File: src/rtl/gray_conv_pkg.sv
// gray_conv_pkg: mode encoding and pipeline latency shared by the Gray converter pipeline
package gray_conv_pkg;
    typedef enum logic {MODE_B2G = 1'b0, MODE_G2B = 1'b1} conv_mode_e;
    localparam int GC_LATENCY = 2;
endpackage

File: src/rtl/gray_conv_core.sv
// gray_conv_core: combinational binary<->Gray conversion selected by mode
module gray_conv_core
    import gray_conv_pkg::*;
#(
    parameter int WIDTH = 4
) (
    input  logic [WIDTH-1:0] data,
    input  conv_mode_e       mode,
    output logic [WIDTH-1:0] result
);
    logic [WIDTH-1:0] bin;
    // Gray->binary is a running XOR from the MSB down; binary->Gray is a shifted XOR
    always_comb begin
        bin = '0;
        bin[WIDTH-1] = data[WIDTH-1];
        for (int i = WIDTH - 2; i >= 0; i--) bin[i] = bin[i+1] ^ data[i];
        result = (mode == MODE_G2B) ? bin : data ^ (data >> 1);
    end
endmodule

File: src/rtl/gray_conv_pipe.sv
// gray_conv_pipe: two-stage valid/ready binary<->Gray converter with saturating transfer counter
module gray_conv_pipe
    import gray_conv_pkg::*;
#(
    parameter int WIDTH = 4,
    parameter int CNT_W = 16
) (
    input  logic             clk,
    input  logic             rst_n,
    input  logic             in_valid,
    output logic             in_ready,
    input  logic [WIDTH-1:0] in_data,
    input  logic             in_mode,
    output logic             out_valid,
    input  logic             out_ready,
    output logic [WIDTH-1:0] out_data,
    output logic             out_mode,
    output logic [WIDTH-1:0] out_orig,
    output logic [CNT_W-1:0] conv_count
);
    logic             s1_valid_q, s1_valid_d, s2_valid_q, s2_valid_d;
    logic [WIDTH-1:0] s1_data_q, s1_data_d, s2_data_q, s2_data_d, s2_orig_q, s2_orig_d;
    logic [WIDTH-1:0] conv_data;
    conv_mode_e       s1_mode_q, s1_mode_d, s2_mode_q, s2_mode_d;
    logic [CNT_W-1:0] cnt_q, cnt_d;
    logic             s1_adv, s2_adv, s1_load, s2_load;

    gray_conv_core #(.WIDTH(WIDTH)) u_core (
        .data  (s1_data_q),
        .mode  (s1_mode_q),
        .result(conv_data)
    );

    // Stage advance and next state; data registers only reload when a valid word moves in
    always_comb begin
        s2_adv     = !s2_valid_q || out_ready;
        s1_adv     = !s1_valid_q || s2_adv;
        s1_load    = s1_adv && in_valid;
        s2_load    = s2_adv && s1_valid_q;
        s1_valid_d = s1_adv ? in_valid : s1_valid_q;
        s1_data_d  = s1_load ? in_data : s1_data_q;
        s1_mode_d  = s1_load ? conv_mode_e'(in_mode) : s1_mode_q;
        s2_valid_d = s2_adv ? s1_valid_q : s2_valid_q;
        s2_data_d  = s2_load ? conv_data : s2_data_q;
        s2_orig_d  = s2_load ? s1_data_q : s2_orig_q;
        s2_mode_d  = s2_load ? s1_mode_q : s2_mode_q;
        cnt_d      = (s2_valid_q && out_ready && cnt_q != '1) ? cnt_q + CNT_W'(1) : cnt_q;
    end

    // Pipeline and counter registers; reset discards any in-flight words
    always_ff @(posedge clk or negedge rst_n) begin
        if (!rst_n) begin
            s1_valid_q <= 1'b0;
            s1_data_q  <= '0;
            s1_mode_q  <= MODE_B2G;
            s2_valid_q <= 1'b0;
            s2_data_q  <= '0;
            s2_orig_q  <= '0;
            s2_mode_q  <= MODE_B2G;
            cnt_q      <= '0;
        end else begin
            s1_valid_q <= s1_valid_d;
            s1_data_q  <= s1_data_d;
            s1_mode_q  <= s1_mode_d;
            s2_valid_q <= s2_valid_d;
            s2_data_q  <= s2_data_d;
            s2_orig_q  <= s2_orig_d;
            s2_mode_q  <= s2_mode_d;
            cnt_q      <= cnt_d;
        end
    end

    assign in_ready   = s1_adv;
    assign out_valid  = s2_valid_q;
    assign out_data   = s2_data_q;
    assign out_orig   = s2_orig_q;
    assign out_mode   = s2_mode_q;
    assign conv_count = cnt_q;
endmodule

File: config.mk
export PLATFORM = sky130hd
export DESIGN_NAME = gray_conv_pipe
export DESIGN_NICKNAME = d
export VERILOG_FILES = /design/src/rtl/gray_conv_pkg.sv /design/src/rtl/gray_conv_core.sv /design/src/rtl/gray_conv_pipe.sv
export SDC_FILE = /design/constraint.sdc
export NUM_CORES = 1
export LEC_CHECK = 0
export ABC_CLOCK_PERIOD_IN_PS = 1600
export CORE_ASPECT_RATIO = 0.75
export CORE_UTILIZATION = 49
export DETAILED_ROUTE_END_ITERATION = 6
export PLACE_DENSITY = 0.79
export SLEW_MARGIN = 5
export SYNTH_ARGS = -nofsm -noshare
export SYNTH_HDL_FRONTEND = slang
export SYNTH_HIERARCHICAL = 1
export SYNTH_SLANG_ARGS = --single-unit
File: constraint.sdc
create_clock -name clk -period 1.6 [get_ports clk]
set_input_delay 0.16 -clock clk [delete_from_list [all_inputs] [get_ports clk]]
set_output_delay 0.16 -clock clk [all_outputs]
set_load 0.01 [all_outputs]
==> summary.md, run 1 <==
| Metric | Value |
|---|---|
| Outcome | `finished clean` |
| Final slew viol count | `0` |
| LEAKAGE | `0.0008984 µW` |
| Post-synthesis instance total | `about 120` |
| Vias per inst | `5.436` |
| Post-route design area | `a little over 0.002 mm²` |
| Fmax | `between 600 and 700 MHz` |
| Pwr/cell area | `1293 mW/mm²` |
| VDD IR max | `roughly 800 µV` |
| Clk slew on worst S/H paths | `60 ps` |
| Final setup violating endpoints | `0` |
| Post-synthesis simple-gate area fraction | `0.1963` |
| Placed cells | `196` |
| Share of the synthesized area in the top cell type | `0.5324` |
| Hold buffers post-CTS | `0` |
| Synth Area in XOR/XNOR | `0.1106` |
| Worst EP arrival | `1660 ps` |
| Max clock buf depth | `2` |
| Final period utilization | `0.9301` |
| Pin count of the biggest net entering global routing | `33` |
| Nets | `176` |
| Clk_lat worst skew | `between 200 and 300 ps` |
| DR pass1 iterations | `4` |
| Synth warnings | `6` |
| Post-DP Area | `about 0.0019 mm²` |
| Initial Util | `0.5124` |
| Worst setup SP type | `flip-flop` |
| CP endpoint kind | `flip-flop` |
| Initial drt markers | `49` |
| CTS Buf Count | `5` |
| ANT nets after route | `0` |
| Total track usage | `0.2068` |
| Min cycle time layout | `1488 ps` |
| Most frequent cells in the layout | `33 x clkdlybuf4s50_1, 31 x dfrtp_1, 14 x mux2_2` |
| Placer Congestion | `approximately 0.80` |
| Compound-Gate Fraction of Synth Area | `0.02995` |
| Sequential fraction of the synthesis area | `0.5324` |
| Seq cells post-synth | `32` |
| CP max FO | `5` |
| Congestion Overflow GR | `0` |
| R2R Setup Slk | `110 ps` |
| Seq. cell area | `roughly 800 µm²` |
| Hold Fails Final Rpt | `0` |
| CP cell instances | `ha_1 -> and3_4 -> nand4_4 -> nand2_1 -> mux2_1` |
| Core area | `between 0.002 and 0.003 mm²` |
| Cell taking the most area after synthesis | `dfrtp_1` |
| Die height | `approximately 50 µm` |
| Num rows | `17` |
| Synth top area cells | `dfrtp_1 53%, mux2_2 10%, xnor2_1 5.8%` |
| Die Wd | `~66 µm` |
| Hold/Removal Path Class | `primary input to asynchronous set/reset pin` |
| Total of max-cap violations | `0` |
| Kind of critical path | `flip-flop to flip-flop` |
| Number of global-route vias before repair | `about 1,000` |
| # DRC | `0` |
| First-pass GRT wire length | `roughly 4.8 mm` |
| Layout cells sized above 1 | `0.2410` |
| Initial antenna violation count | `0` |
| I/O pin count | `36` |
| CTS H-tree depth | `2` |
| Mean Syn Cell Area | `about 13 µm²` |
| Worst slew pin tran | `around 400 ps` |
| Fill cells | `just over 200` |
| Final WL | `between 2 and 3 mm` |
| Synthesized Nets | `129` |
| Worst Path Required | `around 1800 ps` |
| Most common cell after layout, fill and taps aside | `clkdlybuf4s50_1` |
| Largest stage delay on the critical path | `~360 ps` |
| RSZ-0062 raised after global routing | `no` |
| Finished Layout Cells | `204` |
| Via count | `around 1,100` |
| CTS tree | `yes` |
| DP Wirelength | `between 2 and 2.5 mm` |
| Max-slew headroom | `0.7324` |
| Clock Skew | `about 1.9 ps` |
| Area delta synth->final | `36.61%` |
| Crit-path slowest cell | `dfrtp_1` |
| Post-Synth Adder-Cell Area | `0.008319` |
| Drt wl/cell | `14.50 µm` |
| Antenna diodes | `0` |
| Mux contribution to synthesized area | `0.1123` |
| CTS Root Cell | `clkbuf_8` |
| Clock sinks | `32` |
| I/O Buffers | `35` |
| Netlist Area Pre-Place | `0.001504 mm²` |
| Synth cell types | `30` |
| Die area | `0.003297 mm²` |
| Largest family of logic cells by synthesized area | `simple AND/OR/NAND/NOR gates` |
| Area of the multi-input gates | `between 600 and 700 µm²` |
## stage by stage
step,TNS (ps),total power (µW),util,worst slack [ps],hold slack [ps]
CTS,0,2678,0.6952,6.561,281.8
detailed placement,-22.82,2002,0.6624,-14.07,492.0
floorplan,0,1526,-,86.91,-135.6
global route,0,2794,0.6999,39.69,303.5
global placement,0,1970,0.6624,83.97,473.7
finish,0,2657,0.6999,111.8,270.1
## cell families (layout without fill, tap and decap cells)
group / Yosys count / after routing
AND/OR/NAND/NOR: 44 / 44
buffers and inverters: 2 / 49
multiplexers: 15 / 15
adder cells (fa/ha/maj): 1 / 1
XOR/XNOR: 19 / 19
AO/OA/AOI/OAI: 6 / 6
flip-flops: 32 / 32
## routing by layer
layer / wire (µm) / global-route usage / vias up
met5: 0 / 0 / -
met4: 55 / 0.1170 / 0
met3: 214 / 0.06481 / 7
met2: 1243 / 0.2857 / 39
met1: 1443 / 0.2844 / 536
li1: - / - / 527
## registers in the layout (all words and copies together) (netlist names)
register    cells
out_valid       1
s1_data_q       4
out_data        4
s1_mode_q       1
out_mode        1
conv_count     16
out_orig        4
s1_valid_q      1
## critical path: cells and delay by family, from the launching register on
kind	cells	cell delay, ps
flops	1	360
simple gates	3	520
mux	1	320
fa+ha+maj	1	170
## cell usage after synthesis
cell type  number
o2111ai_1       2
nor3_2          1
nor3_1          3
nor2_1          4
and4_1          1
and3_4          1
and4_2          2
nand2_2         1
nand2_4         1
a211oi_2        1
dfrtp_1        32
nand2b_1        3
nand2_1         8
mux2_2         14
buf_4           2
and2_1          1
xnor2_1        10
o21ai_0         2
xor2_1          9
nand3_1         3
mux2_1          1
and3_1          3
nand4_4         1
nand4_2         1
a21oi_1         1
nor4_2          1
nand4_1         7
ha_1            1
nand3b_1        1
and4_4          1
## what timing repair did
item                                    in CTS  in global routing
gates resized for setup                      0                  3
setup buffers                                0                  1
endpoints found under the setup margin       0                  1
## where the power goes
| group | leakage [µW] | total (µW) | switching [µW] | internal (µW) |
|---|---|---|---|---|
| clock | 0.0000503 | 663 | 280 | 382 |
| sequential | 0.000397 | 1150 | 164 | 987 |
| combinational | 0.000451 | 843 | 329 | 514 |
## layout make-up
class                           count  share of cell area
Tap cell                           38             0.02314
Multi-Input combinational cell     85              0.3350
Timing Repair Buffer               42              0.2046
Clock buffer                        7             0.04689
Sequential cell                    32              0.3904
## worst paths after layout
| path | from | to | cells after the start |
|---|---|---|---|
| setup / recovery | conv_count[1] | conv_count[1] | 5 |
| hold / removal | rst_n | conv_count[12] | 2 |
| setup reg to reg | conv_count[1] | conv_count[1] | 5 |
| hold reg to reg | out_orig[1] | out_orig[1] | 1 |
| max in group asynchronous | rst_n | out_valid | 2 |
| min in group clk | out_ready | out_valid | 3 |
(Power assumes the default switching activity.)
==> inputs of run 2 (changes only) <==
--- a/config.mk
+++ b/config.mk
@@ -7,8 +7,10 @@
 export LEC_CHECK = 0
 export ABC_CLOCK_PERIOD_IN_PS = 1600
 export CORE_ASPECT_RATIO = 0.75
+export CORE_MARGIN = 2
 export CORE_UTILIZATION = 49
 export DETAILED_ROUTE_END_ITERATION = 6
+export HOLD_SLACK_MARGIN = 0.15
 export PLACE_DENSITY = 0.79
 export SLEW_MARGIN = 5
 export SYNTH_ARGS = -nofsm -noshare
==> summary.md, run 2 (same netlist as run 1, synthesis figures left out) <==
| Metric | Value |
|---|---|
| Vias per inst | `5.466 (+0.54%)` |
| Min cycle time layout | `1529 ps (+41.16 ps)` |
| CTS tree | `yes` |
| CTS Buf Count | `5 (unchanged)` |
| Final period utilization | `0.9558 (+0.02573)` |
| Total internal power | `1961 µW (+4.1%)` |
| Antenna diodes | `0 (unchanged)` |
| Worst setup slack after placement | `6.054 ps (+20.12 ps)` |
| Crit-path slowest cell | `dfrtp_1` |
| Congestion Overflow GR | `0 (unchanged)` |
| Clk slew on worst S/H paths | `60 ps (about the same)` |
| CP endpoint kind | `flip-flop` |
| Largest stage delay on the critical path | `380 ps (+20 ps)` |
| Final slew viol count | `0 (unchanged)` |
| Placer Congestion | `0.8926 (+12%)` |
| Hold buffers post-CTS | `0 (unchanged)` |
| Critical path's top delay family | `simple AND/OR/NAND/NOR gates` |
| # DRC | `0 (unchanged)` |
| Kind of critical path | `flip-flop to flip-flop` |
| Max reg flops | `16 (unchanged)` |
| ANT nets after route | `0 (unchanged)` |
| Final WS setup | `70.64 ps (-41.16 ps)` |
| Outcome | `finished clean` |
| Area delta synth->final | `36.77%` |
| CP max FO | `5 (unchanged)` |
| Pwr/cell area | `1346 mW/mm² (+4.1%)` |
| Total of max-cap violations | `0 (unchanged)` |
| Most frequent cells in the layout | `34 x clkdlybuf4s50_1, 32 x dfrtp_1, 14 x mux2_2` |
| Hold/Removal Path Class | `primary input to asynchronous set/reset pin` |
| CTS Root Cell | `clkbuf_8` |
| Pwr Total | `2769 µW (+4.2%)` |
| Clock Skew | `5.715 ps (+3.858 ps)` |
| Final setup violating endpoints | `0 (unchanged)` |
| RSZ-0062 raised after global routing | `no` |
| Core area | `0.002935 mm² (unchanged)` |
| Clk pwr share | `0.271 (+0.022)` |
| Via count | `1,115 (+0.54%)` |
| Worst EP arrival | `1690 ps (+30 ps)` |
| Num rows | `17 (unchanged)` |
| CTS H-tree depth | `2 (unchanged)` |
| Initial Util | `0.5124 (unchanged)` |
| Buffers plus inverters on the worst setup path | `0 (unchanged)` |
| Net Sw Frac | `0.2918 (+0.0007520)` |
| Worst slew pin tran | `398.5 ps (-2.904 ps)` |
| DP Wirelength | `2.260 mm (+8.2%)` |
| Fin Hold WS | `266.2 ps (-3.910 ps)` |
| CP cell instances | `ha_1 -> and3_4 -> nand4_4 -> nand2_2 -> mux2_1` |
| Fill cells | `205 (-0.97%)` |
| Number of global-route vias before repair | `1,064 (+2.2%)` |
| Switching pwr | `808.1 µW (+4.5%)` |
| Layout cells sized above 1 | `0.2349 (-0.006024)` |
| VDD IR max | `939.8 µV (+17%)` |
| Reg power frac | `0.419 (-0.014)` |
| I/O pin count | `36 (unchanged)` |
| Drt wl/cell | `15.38 µm (+6.1%)` |
| Fmax | `653.9 MHz (-2.7%)` |
| LEAKAGE | `0.0008903 µW (-0.90%)` |
| Pin count of the biggest net entering global routing | `33 (unchanged)` |
| Util after Layout | `0.7008 (+0.0008520)` |
| DR pass1 iterations | `4 (unchanged)` |
| Final WL | `3.137 mm (+6.1%)` |
| Die Wd | `67.97 µm (+3.0%)` |
| Clk_lat worst skew | `280 ps (about the same)` |
| Max clock buf depth | `2 (unchanged)` |
| Initial antenna violation count | `0 (unchanged)` |
| Worst setup SP type | `flip-flop` |
| Most common cell after layout, fill and taps aside | `clkdlybuf4s50_1` |
| Worst Path Required | `1760 ps (about the same)` |
| I/O Buffers | `35 (unchanged)` |
| Clock sinks | `32 (unchanged)` |
| Max-slew headroom | `0.7343 (+0.001937)` |
| Die height | `51.98 µm (+4.0%)` |
| Hold Fails Final Rpt | `0 (unchanged)` |
| Die area | `0.003533 mm² (+7.2%)` |
| Setup TNS Final | `0 ps (unchanged)` |
| R2R Setup Slk | `70 ps (-40 ps)` |
| First-pass GRT wire length | `5.140 mm (+7.0%)` |
| Nets | `175 (-0.57%)` |
| Total track usage | `0.2069 (about the same)` |
| Initial drt markers | `96 (+96%)` |
| Combinational Power Share | `0.309 (-0.008)` |
## run 2: timing repair
action                                  4_1_cts  5_1_grt
endpoints found under the setup margin        0        2
setup buffers                                 0        0
gates resized for setup                       0        2
## run 2: final timing paths
check                              start       endpoint  depth (start not counted)
max in group asynchronous          rst_n  conv_count[5]                          2
setup reg to reg           conv_count[1]  conv_count[1]                          5
min in group clk                in_valid     s1_valid_q                          2
hold reg to reg              out_data[2]    out_data[2]                          1
hold / removal                     rst_n  conv_count[3]                          2
setup / recovery           conv_count[1]  conv_count[1]                          5
## run 2: layer usage
| metal | share of wire | vias to the layer above | global-route usage | wire [µm] |
|---|---|---|---|---|
| li1 | - | 523 | - | - |
| met1 | 0.46 | 557 | 0.2746 | 1446 |
| met2 | 0.48 | 27 | 0.3091 | 1501 |
| met3 | 0.043 | 8 | 0.06061 | 135 |
| met4 | 0.018 | 0 | 0.1000 | 55 |
| met5 | 0 | - | 0 | 0 |
## run 2: final cells by class
cell class	instances	area, µm²	share of cell area
flip-flops and latches	32	800.8	0.3893
repair buffers	41	410.4	0.1995
clock buffers	6	72.57	0.03528
multi-input cells	85	690.7	0.3358
clock inverters	2	35.03	0.01703
well taps	38	47.55	0.02311
## run 2: worst reg2reg max path, delay by kind of cell, from the launching register on
| family | cells | cell delay, ps |
|---|---|---|
| and+or+nand+nor | 3 | 510 |
| adders and majority gates | 1 | 190 |
| muxes | 1 | 340 |
| DFF | 1 | 380 |
## run 2: power groups by stage
stage               Combinational [µW]  Clock, µW  Sequential [µW]
detailed placement                 854          0             1170
finish                             856        752             1160
floorplan                          298          0             1230
global placement                   829          0             1150
CTS                                868        761             1160
global route                       922        809             1180
## run 2: through the flow
step	instances	area [µm²]
after floorplan	119	1504
after global placement	196	1944
after detailed placement	196	1944
after CTS	204	2052
after global routing	204	2057
final	204	2057
==> inputs of run 3 (changes only) <==
--- a/config.mk
+++ b/config.mk
@@ -11,6 +11,7 @@
 export CORE_UTILIZATION = 49
 export DETAILED_ROUTE_END_ITERATION = 6
 export HOLD_SLACK_MARGIN = 0.15
+export MAX_ROUTING_LAYER = met4
 export PLACE_DENSITY = 0.79
 export SLEW_MARGIN = 5
 export SYNTH_ARGS = -nofsm -noshare
==> summary.md, run 3 (same netlist as run 1, synthesis figures left out) <==
| Metric | Value |
|---|---|
| Clk_lat worst skew | `280 ps (about the same)` |
| Finished Layout Cells | `204 (unchanged)` |
| Min cycle time layout | `1527 ps (-2.458 ps)` |
| Placed cells | `196 (unchanged)` |
| Clk slew on worst S/H paths | `60 ps (about the same)` |
| Util after Layout | `0.7008 (unchanged)` |
| Die area | `0.003533 mm² (unchanged)` |
| # DRC | `0 (unchanged)` |
| Num rows | `17 (unchanged)` |
| Via count | `1,104 (-0.99%)` |
| Final period utilization | `0.9543 (-0.001537)` |
| CTS tree | `yes` |
| Fin Hold WS | `266.1 ps (-0.04200 ps)` |
| R2R Setup Slk | `70 ps (about the same)` |
| Most frequent cells in the layout | `34 x clkdlybuf4s50_1, 32 x dfrtp_1, 14 x mux2_2` |
| Initial drt markers | `85 (-11%)` |
| LEAKAGE | `0.0008903 µW (unchanged)` |
| Max-slew headroom | `0.7348 (about the same)` |
| Antenna diodes | `0 (unchanged)` |
| Vias per inst | `5.412 (-0.99%)` |
| Worst Path Required | `1760 ps (about the same)` |
| Number of global-route vias before repair | `1,061 (-0.28%)` |
| Worst slew pin tran | `397.8 ps (-0.6465 ps)` |
| Worst setup SP type | `flip-flop` |
| Final WL | `3.122 mm (-0.48%)` |
| Clock Skew | `5.551 ps (-0.1641 ps)` |
| Post-CTS Setup Repair Bufs | `0 (unchanged)` |
| Placer Congestion | `0.9077 (+1.7%)` |
| Initial Util | `0.5124 (unchanged)` |
| Nets | `175 (unchanged)` |
| Worst Setup SP | `conv_count[1]` |
| Congestion Overflow GR | `0 (unchanged)` |
| Most common cell after layout, fill and taps aside | `clkdlybuf4s50_1` |
| Initial antenna violation count | `0 (unchanged)` |
| Core area | `0.002935 mm² (unchanged)` |
| Final slew viol count | `0 (unchanged)` |
| Worst EP arrival | `1690 ps (about the same)` |
| Total of max-cap violations | `0 (unchanged)` |
| Hold buffers post-CTS | `0 (unchanged)` |
| RSZ-0062 raised after global routing | `no` |
| Max clock buf depth | `2 (unchanged)` |
| ANT nets after route | `0 (unchanged)` |
| Area delta synth->final | `36.77% (unchanged)` |
| Hold Fails Final Rpt | `0 (unchanged)` |
| DP Wirelength | `2.260 mm (unchanged)` |
| CP endpoint kind | `flip-flop` |
| DR pass1 iterations | `3 (-1)` |
| First-pass GRT wire length | `5.161 mm (+0.41%)` |
| Pin count of the biggest net entering global routing | `33 (unchanged)` |
| Final setup violating endpoints | `0 (unchanged)` |
| Setup TNS Final | `0 ps (unchanged)` |
| CP max FO | `5 (unchanged)` |
| VDD IR max | `939.3 µV (about the same)` |
| Fmax | `654.9 MHz (+0.16%)` |
| Die height | `51.98 µm (unchanged)` |
| CTS Buf Count | `5 (unchanged)` |
| Hold/Removal Path Class | `primary input to asynchronous set/reset pin` |
| Layout cells sized above 1 | `0.2349 (unchanged)` |
| Worst r2r src | `conv_count[1]` |
| Total track usage | `0.2129 (+0.006022)` |
| Max reg flops | `16 (unchanged)` |
| CTS Root Cell | `clkbuf_8` |
| Kind of critical path | `flip-flop to flip-flop` |
| Die Wd | `67.97 µm (unchanged)` |
| CTS H-tree depth | `2 (unchanged)` |
| Drt wl/cell | `15.30 µm (-0.48%)` |
| Clock sinks | `32 (unchanged)` |
| I/O pin count | `36 (unchanged)` |
| Pwr/cell area | `1345 mW/mm² (about the same)` |
| I/O Buffers | `35 (unchanged)` |
| Outcome | `finished clean` |
## run 3: cell counts in the layout (fill, tap and decap cells not counted)
No cell type changed its count.
## run 3: worst paths after layout
kind / to / cells after the start
worst max-delay path: conv_count[1] / 5
worst min-delay path: conv_count[2] / 2
worst max register to register: conv_count[1] / 5
worst min register to register: out_data[2] / 1
max in group asynchronous: conv_count[5] / 2
min in group clk: s1_valid_q / 2
## run 3: repair_timing
| action | 4_1_cts | 5_1_grt |
|---|---|---|
| setup endpoints to repair | 0 | 2 |
| resized for setup | 0 | 2 |
| hold endpoints to repair | 0 | 0 |
## run 3: critical path: stages (launching register included)
cell and delay [ps]:
dfrtp_1 380, ha_1 180, and3_4 250, nand4_4 150, nand2_2 110, mux2_1 340
## run 3: stage by stage
| step | instance area, µm² | worst slack, ps | power, µW |
|---|---|---|---|
| global route | 2057 | 5.744 | 2913 |
| finish | 2057 | 73.10 | 2767 |
| detailed placement | 1944 | 6.054 | 2022 |
| floorplan | 1504 | 86.91 | 1526 |
| global placement | 1944 | 82.85 | 1978 |
| CTS | 2052 | 28.75 | 2786 |
## run 3: where the power goes
group          switching [µW]  internal (µW)  leakage [µW]
combinational             343            513      0.000437
sequential                174            986      0.000398
clock                     289            462     0.0000552
total                     806           1960      0.000890
## run 3: per-layer routing
layer	up-vias	track usage	wire, µm
li1	520	-	-
met1	550	0.2761	1452
met2	26	0.3091	1483
met3	8	0.06061	129
met4	0	0.1000	57
met5	-	-	0
## run 3: cell type report
type                    count  area, µm²
fillers                   205      878.3
flip-flops and latches     32      800.8
multi-input cells          85      690.7
repair buffers             41      410.4
clock buffers               6      72.57
well taps                  38      47.55
clock inverters             2      35.03
